--- src/rtl/exmem_pipe_reg.sv ---
// EX/MEM pipeline register: valid/ready handshake with a 2-entry skid buffer,
// synchronous flush, bubble-gated control and a forwarding tap for the hazard unit.
module exmem_pipe_reg #(
  parameter int unsigned DATA_W         = 32,
  parameter int unsigned RADDR_W        = 5,
  parameter int unsigned CTRL_W         = 4,
  parameter int unsigned ZERO_REG_GUARD = 1
) (
  input  logic               clk_i,
  input  logic               rst_i,
  input  logic               flush_i,
  input  logic               valid_i,
  output logic               ready_o,
  input  logic [CTRL_W-1:0]  ctrl_i,
  input  logic [DATA_W-1:0]  alu_data_i,
  input  logic [DATA_W-1:0]  mem_wdata_i,
  input  logic [RADDR_W-1:0] reg_waddr_i,
  output logic               valid_o,
  input  logic               ready_i,
  output logic [CTRL_W-1:0]  ctrl_o,
  output logic [DATA_W-1:0]  alu_data_o,
  output logic [DATA_W-1:0]  mem_wdata_o,
  output logic [RADDR_W-1:0] reg_waddr_o,
  output logic               fwd_valid_o,
  output logic [RADDR_W-1:0] fwd_addr_o,
  output logic [DATA_W-1:0]  fwd_data_o,
  output logic [1:0]         count_o
);

  localparam int unsigned CtrlRegWrite = 0;

  typedef enum logic [1:0] {
    EMPTY = 2'd0,
    ONE   = 2'd1,
    FULL  = 2'd2
  } state_t;

  typedef struct packed {
    logic [CTRL_W-1:0]  ctrl;
    logic [DATA_W-1:0]  aluData;
    logic [DATA_W-1:0]  memWdata;
    logic [RADDR_W-1:0] regWaddr;
  } entry_t;

  state_t state, stateNext;
  entry_t mainQ, skidQ, inEntry;
  logic   inFire, outFire;
  logic   loadMain, loadSkid, moveSkid;
  logic   addrOk;

  assign inEntry = '{ctrl: ctrl_i, aluData: alu_data_i, memWdata: mem_wdata_i,
                     regWaddr: reg_waddr_i};

  // Handshake flags decoded from the state register only
  assign ready_o = (state != FULL);
  assign valid_o = (state != EMPTY);
  assign count_o = 2'(state);
  assign inFire  = valid_i & ready_o & ~flush_i;
  assign outFire = valid_o & ready_i;

  always_ff @(posedge clk_i) begin
    if (rst_i) state <= EMPTY;
    else       state <= stateNext;
  end

  always_comb begin
    stateNext = state;
    loadMain  = 1'b0;
    loadSkid  = 1'b0;
    moveSkid  = 1'b0;
    if (flush_i) begin
      stateNext = EMPTY;
    end else begin
      unique case (state)
        EMPTY: begin
          if (inFire) begin
            loadMain  = 1'b1;
            stateNext = ONE;
          end
        end
        ONE: begin
          if (inFire && outFire) begin
            loadMain = 1'b1;
          end else if (inFire) begin
            loadSkid  = 1'b1;
            stateNext = FULL;
          end else if (outFire) begin
            stateNext = EMPTY;
          end
        end
        FULL: begin
          if (outFire) begin
            moveSkid  = 1'b1;
            stateNext = ONE;
          end
        end
        default: stateNext = EMPTY;
      endcase
    end
  end

  // Payload storage; flush only clears control so data paths need no extra muxing
  always_ff @(posedge clk_i) begin
    if (rst_i) begin
      mainQ <= '0;
      skidQ <= '0;
    end else if (flush_i) begin
      mainQ.ctrl <= '0;
      skidQ.ctrl <= '0;
    end else begin
      if (loadMain)      mainQ <= inEntry;
      else if (moveSkid) mainQ <= skidQ;
      if (loadSkid)      skidQ <= inEntry;
    end
  end

  assign ctrl_o      = valid_o ? mainQ.ctrl : '0;
  assign alu_data_o  = mainQ.aluData;
  assign mem_wdata_o = mainQ.memWdata;
  assign reg_waddr_o = mainQ.regWaddr;

  // Loads still forward; load-use stalls belong to the hazard unit
  assign addrOk      = (ZERO_REG_GUARD != 0) ? (mainQ.regWaddr != '0) : 1'b1;
  assign fwd_valid_o = valid_o & ctrl_o[CtrlRegWrite] & addrOk;
  assign fwd_addr_o  = mainQ.regWaddr;
  assign fwd_data_o  = mainQ.aluData;

endmodule

--- config.mk ---
export PLATFORM = sky130hd
export DESIGN_NAME = exmem_pipe_reg
export DESIGN_NICKNAME = d
export VERILOG_FILES = /design/src/rtl/exmem_pipe_reg.sv
export SDC_FILE = /design/constraint.sdc
export NUM_CORES = 1
export LEC_CHECK = 0
export ABC_AREA = 1
export CAP_MARGIN = 30
export CORE_AREA = 5 5 133 135
export CTS_CLUSTER_DIAMETER = 120
export DETAILED_ROUTE_END_ITERATION = 16
export DIE_AREA = 0 0 138 140
export PLACE_DENSITY = 0.78
export SETUP_SLACK_MARGIN = 0.02
export SLEW_MARGIN = 20
export SYNTH_ARGS = -nofsm -noshare
export SYNTH_HDL_FRONTEND = slang
export SYNTH_SLANG_ARGS = --single-unit
--- constraint.sdc ---
create_clock -name clk_i -period 3.9 [get_ports clk_i]
set_input_delay 0.975 -clock clk_i [delete_from_list [all_inputs] [get_ports clk_i]]
set_output_delay 0.975 -clock clk_i [all_outputs]
set_load 0.005 [all_outputs]
==> results.toml <==
[outcome]
status = "completed"

[setup_path]
path_buf_inv = 2
crit_family = "buffers and inverters"
cp-start-kind = "flop"
critPathSlowestCell = "clkdlybuf4s50_1"
worstPathArrival_ns = 1.83
timing.critical_path.to_type = "output port"
worst-setup-path-type = "flop to output port"
crit_required_ns = 2.92
critPathMaxFanout = 7
crit_chain = "nor2_2 > nor2_1 > o21ai_0 > inv_1 > clkdlybuf4s50_1"
max_stage_delay_ns = 0.49

[clock_tree]
h-tree-depth = 4
cts_tree = "done"
numCtsBuffers = 17
post_cts_buffers = 0
clk_latency_ns = 0.42
cts_resized = 0
cts_buffer_depth = 2
cts_root_buf = "clkbuf_16"
hold_buffers = 0
cts.reportedPaths.clkPinSlew_ns = 0.06
cts.sinks = 148

[placement]
portBuffers = 192
hpwl_mm = 11.2
dpl_cell_area_um2 = 8390
numPlacedInstances = 1338
preCtsSetupSlack_ns = 0.918
gp_congestion = 0.781

[floorplan]
rows = 47
die_x_um = 138
initial_core_util_pct = 44.3
core-area_um2 = 16300
die_h_um = 140
num_io_pins = 193
dieArea_um2 = 19300

[global_route]
antenna_found_initial = 0
grt_overflow = 0
track_usage_pct = 17.7
grt_pass1_vias = 5700
grt_pass1_wl_mm = 28.7
grt_max_degree = 94

[sta]
slew_violations = 0
hold_violations = 0
relSlewSlack_pct = 44.1
fin_crit_sh_pct = 71.9
setup_slack_ns = 1.10
tns_ns = 0
rsz0062_at_grt = "false"
hold_slack_ns = 0.462
maxClockFrequency_mhz = 357
tightest_slew_ns = 0.838
final-setup-viol-count = 0
clock_skew_ns = 0.00721
min_period_ns = 2.80

[job]
max-cap-violations = 0

[logic_synthesis]
syn_area_per_cell_um2 = 6.74
synth_seq_cells = 148
ys_seq_area_share_pct = 40.9
synthCells = 1075
syn_area_um2 = 7250
syn_nets = 1153
synth.distinct_cells = 19
ys_warn_count = 0

[detailed_routing]
vias = 6175
routedWlPerCell_um = 12.5
totalWireLength_mm = 17.1
viasPerCell = 4.51
postRouteAntennaNets = 0
firstDrtPassIters = 5
drcViolationCount = 0
drt_iter0_markers = 373

[layout]
drive_above_1_share_pct = 6.43
synthToLayoutAreaGrowth_pct = 24.4
antennaDiodeCount = 0
fin_nets = 1215
layout.cells.non_filler = 1370
fin_area_um2 = 9020
final_core_util_pct = 55.2
fillers = 1572

[power]
swShare_pct = 23.5
leakage_nw = 3.58
pwr-share-comb_pct = 10.9
fin_total_pwr_mw = 3.73
p_clk_share_pct = 46.6
internal-power_mw = 2.85
seqPwrFrac_pct = 42.5
powerDensity_nw_per_um2 = 413
switchingPower_mw = 0.877
ir_worst_vdd_mv = 0.270

[worst_hold_path]
hp-class = "flop to flop"
-- synthesized netlist by cell type, drive strengths merged --
| master | count | area (um2) |
|---|---|---|
| clkinv | 2 | 8.75 |
| nand4 | 1 | 6.26 |
| a21oi | 75 | 375 |
| nand2 | 374 | 1420 |
| nand3 | 6 | 55.1 |
| clkbuf | 16 | 60.1 |
| o21ai | 1 | 5.00 |
| dfxtp | 148 | 2960 |
| inv | 82 | 308 |
| buf | 141 | 1130 |
| nor2 | 229 | 920 |
-- final timing paths --
check / from / endpoint / slack [ns] / cells past startpoint
worst min register to register: skidQ[22] / skidQ[22] / 0.46 / 2
worst max-delay path: count_o[0] / fwd_valid_o / 1.10 / 5
worst min-delay path: skidQ[22] / skidQ[22] / 0.46 / 2
worst max register to register: count_o[0] / mem_wdata_o[30] / 2.01 / 7
-- cell type report --
class / instances / area (um2) / share of cell area, %
clock buffers: 17 / 425 / 4.72
clock inverters: 15 / 205 / 2.28
inverters: 84 / 317 / 3.51
multi-input cells: 686 / 2790 / 30.9
flip-flops and latches: 148 / 2960 / 32.9
well taps: 220 / 275 / 3.05
repair buffers: 200 / 2040 / 22.6
-- cell families (layout without fill, tap and decap cells) --
group	count (synthesis)	in the layout	share of synthesized area, %
AOI/OAI and AO/OA	76	76	5.25
buffers and inverters	241	316	20.8
and+or+nand+nor	610	610	33.1
DFF	148	148	40.9
-- metal layers --
metal,up-vias,part of all wire [%],track usage (%)
met2,183,47,29.2
li1,3218,-,-
met1,2754,45,22.8
met3,20,6.5,5.28
met5,-,0,0
met4,0,1.2,4.32
-- state kept, by name (all words and copies together) (netlist names) --
register	count
alu_data_o	32
count_o	2
fwd_addr_o	5
mainQ	4
mem_wdata_o	32
skidQ	73
-- worst register-to-register path: stages, from the launching register on --
cell and delay [ns]:
dfxtp_1 0.38, nor2_2 0.30, nand2_2 0.16, nand3_4 0.33, buf_4 0.35, nor2_1 0.08, nor2_1 0.12, nor2_1 0.04
-- cell usage in the layout, fill, tap and decap left out, types with 4 or more instances in the layout --
cell	netlist	layout
nor2_2	24	24
inv_1	80	80
clkbuf_16	0	17
dfxtp_1	148	148
bufinv_16	0	4
buf_4	112	4
nand2_1	371	371
nor2_1	205	205
a21oi_1	75	75
clkinv_4	0	4
buf_12	0	5
clkdlybuf4s50_1	0	191
-- power by group through the flow --
stage                     sequential, mW  combinational (mW)  clock [mW]
after floorplan                     1.61               0.254           0
after global placement              1.62               0.404           0
after detailed placement            1.62               0.409           0
after CTS                           1.58               0.411        1.77
after global routing                1.59               0.449        1.84
final                               1.58               0.406        1.74
(Power assumes the default switching activity.)
